==> src/rtl/mlp_layer_sequencer.sv <==
`default_nettype none
// ============================================================================
// Module   : mlp_layer_sequencer
// Purpose  : Steps one dot-product unit through every neuron of a fully
//            connected layer and collects the (optionally ReLU'd) results.
//            Optional feature macro: MLP_RELU_EN (clamp negatives to zero).
// Revision : 1.0 - initial release
// ============================================================================
module mlp_layer_sequencer #(
    parameter int  NEURONS        = 10,
    parameter int  DATA_WIDTH     = 16,
    parameter int  FRACTION_WIDTH = 8,
    localparam int IDX_W          = (NEURONS > 1) ? $clog2(NEURONS) : 1
) (
    input  logic                         clk,
    input  logic                         reset_n,
    input  logic                         start,
    input  logic signed [DATA_WIDTH-1:0] dot_result_in,
    input  logic                         dot_finished_in,
    output logic                         dot_run_out,
    output logic        [IDX_W-1:0]      neuron_idx_out,
    output logic signed [DATA_WIDTH-1:0] layer_out [NEURONS],
    output logic                         busy_out,
    output logic                         done_out
);

    if (NEURONS < 1 || FRACTION_WIDTH >= DATA_WIDTH) begin : g_param_check
        $error("mlp_layer_sequencer: illegal NEURONS / FRACTION_WIDTH setting");
    end

    typedef enum logic [1:0] {
        IDLE = 2'd0,
        RUN  = 2'd1,
        GAP  = 2'd2,
        DONE = 2'd3
    } state_t;

    localparam logic [IDX_W-1:0] LAST_IDX = IDX_W'(NEURONS - 1);

    state_t                         state_q, state_d;
    logic        [IDX_W-1:0]        idx_q, idx_d;
    logic signed [DATA_WIDTH-1:0]   layer_q [NEURONS];
    logic                           capture;
    logic signed [DATA_WIDTH-1:0]   act_value;

`ifdef MLP_RELU_EN
    assign act_value = dot_result_in[DATA_WIDTH-1] ? '0 : dot_result_in;
`else
    assign act_value = dot_result_in;
`endif

    always_ff @(posedge clk or negedge reset_n) begin
        if (!reset_n) begin
            state_q <= IDLE;
            idx_q   <= '0;
        end else begin
            state_q <= state_d;
            idx_q   <= idx_d;
        end
    end

    always_comb begin
        state_d = state_q;
        idx_d   = idx_q;
        capture = 1'b0;
        unique case (state_q)
            IDLE: begin
                if (start) begin
                    state_d = RUN;
                    idx_d   = '0;
                end
            end
            RUN: begin
                if (dot_finished_in) begin
                    capture = 1'b1;
                    // Index advances on the capture edge so the upstream
                    // weight/bias mux settles during GAP.
                    if (idx_q == LAST_IDX) begin
                        state_d = DONE;
                    end else begin
                        idx_d   = idx_q + IDX_W'(1);
                        state_d = GAP;
                    end
                end
            end
            GAP:     state_d = RUN;
            DONE:    state_d = IDLE;
            default: state_d = IDLE;
        endcase
    end

    for (genvar k = 0; k < NEURONS; k++) begin : g_layer
        always_ff @(posedge clk or negedge reset_n) begin
            if (!reset_n) begin
                layer_q[k] <= '0;
            end else if (capture && (idx_q == IDX_W'(k))) begin
                layer_q[k] <= act_value;
            end
        end
    end

    assign layer_out      = layer_q;
    assign neuron_idx_out = idx_q;
    assign dot_run_out    = (state_q == RUN);
    assign busy_out       = (state_q != IDLE);
    assign done_out       = (state_q == DONE);

endmodule
`default_nettype wire

==> config.mk <==
export PLATFORM = sky130hd
export DESIGN_NAME = mlp_layer_sequencer
export DESIGN_NICKNAME = d
export VERILOG_FILES = /design/src/rtl/mlp_layer_sequencer.sv
export SDC_FILE = /design/constraint.sdc
export NUM_CORES = 1
export LEC_CHECK = 0
export BUFFER_PORTS_ARGS = -buffer_cell sky130_fd_sc_hd__buf_2
export CAP_MARGIN = 10
export CORE_MARGIN = 2
export CORE_UTILIZATION = 40
export CTS_BUF_LIST = sky130_fd_sc_hd__clkbuf_8
export DETAILED_ROUTE_END_ITERATION = 12
export HOLD_SLACK_MARGIN = 0.06
export SLEW_MARGIN = 0
export SYNTH_ARGS = -nofsm -noshare
export SYNTH_HDL_FRONTEND = slang
export SYNTH_SLANG_ARGS = --single-unit
==> constraint.sdc <==
create_clock -name clk -period 3 [get_ports clk]
set_clock_uncertainty 0.1 [all_clocks]
set_input_delay 0.45 -clock clk [delete_from_list [all_inputs] [get_ports clk]]
set_output_delay 0.45 -clock clk [all_outputs]
set_load 0.02 [all_outputs]
# [Yosys cells after proc, flatten, opt, wreduce, memory -nomap -nowiden]
# Cells that the tools add are included.
# W data, S select, Z words.
[word_totals] out_inout_bits=167 memories=0 latchBits=0 regBits=166 mem_bits_ro=0 in_bits=20 elab_cells=54 mem_bits_rw=0
[classes] muxes=10 n_mul=0 div_mod_pow=0 order_cmp=0 n_reduce_logical=16 add_sub_neg=1 eq_ne=15 n_bitwise=0 shift=0
[op_table] operator="$eq A4 B3 Y1 const B" n=4
[op_table] operator="$mux W4" n=3
[op_table] operator="$logic_and A1 B1 Y1" n=10
[op_table] operator="$eq A4 B2 Y1 const B" n=2
[op_table] operator="$eq A4 B4 Y1 const B" n=2
[op_table] operator="$pmux W2 S4" n=1
[op_table] operator="$pmux W4 S2" n=1
[op_table] operator="$ne A2 B2 Y1 const B" n=3
[op_table] operator="$add A4 B1 Y4 const B" n=1
[op_table] operator="$eq A2 B2 Y1 const B" n=2
[op_table] operator="$eq A4 B1 Y1 const B" n=1
[op_table] operator="$logic_not A4 Y1" n=1
[op_table] operator="$mux W2" n=2
[op_table] operator="$reduce_and A4 Y1" n=1
[op_table] operator="$reduce_bool A2 Y1" n=2
[op_table] operator="$mux W1" n=3
[op_table] operator="$eq A2 B1 Y1 const B" n=1
[op_table] operator="$logic_not A2 Y1" n=1
[op_table] operator="$reduce_and A2 Y1" n=1

# [Longest topological paths before layout]
[logic_depth] word_depth=4 mapped_depth=6 ltp_nobuf=4

# [Worst setup path before layout]
# No wires, ideal clock.
[synth_timing] path_kind="flip-flop to flip-flop" from="reg idx_q[0], in the netlist neuron_idx_out[0]" to="reg layer_q (netlist bit layer_out[21])" synth_period_minus_slack_ps=1959 arrival_ps=1734 path_buffers=1 path_stages_with_launch=6 setup_slack_ps=1041 setup_ps=125 t_required_ps=2775 cell_sequence="dfrtp_1 inv_1 ha_1 nor4b_4 buf_6 mux2_2"
[synth_between] elab_chain_cells=2
[synth_lines] item="start, declared" line_no="41" text="logic [IDX_W-1:0] idx_q, idx_d;"
[synth_lines] item="start signal, assigned" line_no="58" text="idx_q <= idx_d;"
[synth_lines] item="$eq A4 B4 Y1" line_no="96" text="end else if (capture && (idx_q == IDX_W'(k))) begin"
[synth_lines] item="$logic_and A1 B1 Y1" line_no="96"
[synth_lines] item="end signal, assigned by index" line_no="97" text="layer_q[k] <= act_value;"
[synth_lines] item="end, declared" line_no="42" text="logic signed [DATA_WIDTH-1:0] layer_q [NEURONS];"
# No other way between the ends.
# A chain may end at the register's enable or synchronous reset.

# [Worst setup path in the final report]
[layout_timing] from="reg idx_q[0], in the netlist neuron_idx_out[0]" to="reg layer_q (netlist bit layer_out[24])"
# The elaborated chain is that of the path after synthesis.

==> impl_metrics.tcl <==
set metrics [dict create \
    holdCritPathClass "in2reg" \
    drv_slew 0 \
    syn_nets 414 \
    numClockSinks 166 \
    syn_to_final_growth_pct 22.3 \
    rsz0062_at_grt "false" \
    grt_max_degree 72 \
    cp_max_fo 10 \
    cts_tree "yes" \
    worstReg2RegStart "neuron_idx_out[0]" \
    portBuffers 186 \
    drive_above_1_share 0.636 \
    tightestPinTransition_ps 757 \
    io_pins 187 \
    drv_cap 0 \
    die-area_um2 17900 \
    fin_crit_sh 0.735 \
    synth_seq_cells 166 \
    route.detailed.drc 0 \
    hpwl_um 11100 \
    reg2regPathDepth 5 \
    syn_area_per_cell_um2 17.3 \
    postSynthCellCount 389 \
    power_density_nw_per_um2 1070 \
    n_antenna_cell 0 \
    track_usage 0.187 \
    min_to "state_q[0]" \
    insertion_delay_ps 450 \
    setup_tns_ps 0 \
    synth_edf_count 0 \
    dp_cells 784 \
    netlist_area_um2 6720 \
    cp.required_ps 3230 \
    wl_um 16200 \
    arrival_ps 2440 \
    grt_pass1_vias 4248 \
    min_period_ps 2200 \
    rows 47 \
    start_util 0.407 \
    r2r-end "layer_out[24]" \
    avgViaCountPerCell 4.90 \
    gp_congestion 0.772 \
    yosys_warnings 0 \
    postCtsSetupBuffers 0 \
    async_reset_ff_frac 1.00 \
    hold_start "start" \
    ctsLongestPathBuffers 2 \
    grt_first_pass_wirelength_um 25200 \
    final.fill_count 1470 \
    synth-seq-area-share 0.618 \
    finalHoldViolCount 0 \
    antenna_found_initial 0 \
    end_kind "register" \
    num_vias 3992 \
    ant_nets 0 \
    core_um2 16500 \
    outcome "finished clean" \
    fmax_mhz 454 \
    synth.distinct_cells 30 \
    synth_flop_cell "dfrtp_1" \
    setup_viol 0 \
    htreeDepth 4 \
    p_leak_nw 4.32 \
    crit_type "reg2reg" \
    hold_slack_ps 172 \
    fin_cells 814 \
    post_drt_wl_per_cell_um 19.9 \
    whs_path_depth 3 \
    reg2reg_slack_ps 800 \
    start_kind "register" \
    clockRootBuffer "clkbuf_8" \
    peakVddDrop_mv 0.434 \
    slew_headroom 0.492 \
    drt-initial-drc-count 99 \
    firstDrtPassIters 4 \
    nets 609 \
    overflow 0 \
    cts_buffers 17 \
    clkTransAtPathRegs_ps 80 \
    seqCellArea_um2 4150 \
    die_x_um 134 \
    fp.dieH_um 134 \
    multi_input_area_um2 2340 \
]
## layout make-up
cell class,instances,share of cell area
clock buffers,19,0.0318
clock inverters,10,0.0160
inverters,5,0.00259
multi-input cells,199,0.285
flip-flops and latches,166,0.505
well taps,220,0.0335
repair buffers,195,0.126
## cell usage after synthesis (2+ instances only)
cell type,count,area share
mux2_2,94,0.16
mux2_1,16,0.027
dfrtp_1,166,0.62
mux2_4,50,0.11
or2_2,2,0.0019
o21ai_0,2,0.0015
nand2_1,4,0.0022
inv_1,4,0.0022
buf_6,13,0.022
and2_1,2,0.0019
ha_1,5,0.0093
buf_4,4,0.0045
mux2i_1,3,0.0045
and4_4,4,0.0067
nand3_1,3,0.0022
and3_1,3,0.0028
## state kept, by name, summed over array words and instances (netlist names)
name,cells
layer_out,160
state_q,2
neuron_idx_out,4
## per-stage QoR
step	power (mW)	util	instance area [um2]	setup slack (ps)
detailed placement	7.25	0.473	7820	822
floorplan	5.91	-	6720	1040
global route	9.28	0.497	8220	651
finish	8.79	0.497	8220	796
CTS	8.88	0.497	8220	808
global placement	7.15	0.473	7820	895
## cell usage in the layout, fill, tap and decap left out, types with 2 or more instances in the layout
| master | instances |
|---|---|
| and2_1 | 2 |
| and3_1 | 3 |
| and4_4 | 4 |
| buf_12 | 2 |
| buf_2 | 185 |
| buf_4 | 6 |
| bufinv_16 | 3 |
| clkbuf_8 | 19 |
| clkinv_2 | 4 |
| dfrtp_1 | 166 |
| ha_1 | 5 |
| inv_1 | 5 |
| mux2_1 | 16 |
| mux2_2 | 94 |
| mux2_4 | 50 |
| mux2i_1 | 3 |
| nand2_1 | 4 |
| nand3_1 | 3 |
| o21ai_0 | 2 |
| or2_2 | 2 |
## routing by layer
metal / vias to the layer above / routed length [um] / track usage
li1: 1773 / - / -
met2: 139 / 7380 / 0.290
met4: 0 / 267 / 0.0544
met1: 2058 / 7520 / 0.256
met5: - / 0 / 0
met3: 22 / 1010 / 0.0586
## cell families after synthesis
group                    count (synthesis)  share of synthesized area
multiplexers                           163                      0.301
buffers and inverters                   24                     0.0331
AO/OA/AOI/OAI                            6                    0.00689
adder cells (fa/ha/maj)                  5                    0.00931
AND/OR/NAND/NOR                         25                     0.0318
flip-flops                             166                      0.618
## power breakdown
group	switching [mW]	internal [mW]	total, mW
Combinational	2.06	1.52	3.58
Sequential	0.508	3.09	3.60
Clock	0.766	0.849	1.61
Total	3.34	5.46	8.79
## worst max-delay path by stage
| stage | slack, ps | startpoint | endpoint |
|---|---|---|---|
| 5_1_grt | 650 | neuron_idx_out[0] | layer_out[27] |
| 2_1_floorplan | 1040 | neuron_idx_out[0] | layer_out[21] |
| 3_3_place_gp | 900 | dot_finished_in | layer_out[146] |
| 4_1_cts | 810 | neuron_idx_out[0] | layer_out[27] |
| 6_report | 800 | neuron_idx_out[0] | layer_out[24] |
| 3_5_place_dp | 820 | neuron_idx_out[0] | layer_out[24] |
## repair_timing
action | in CTS | in global routing
endpoints found under the hold margin | 69 | 0
gates resized for setup | 0 | 0
hold buffers | 1 | 0
## worst max-delay path: stages, from the launching register on
cell and delay [ps]:
dfrtp_1 460, inv_1 160, ha_1 230, nor4b_4 470, buf_4 300, mux2_2 350
(Power assumes the default switching activity.)
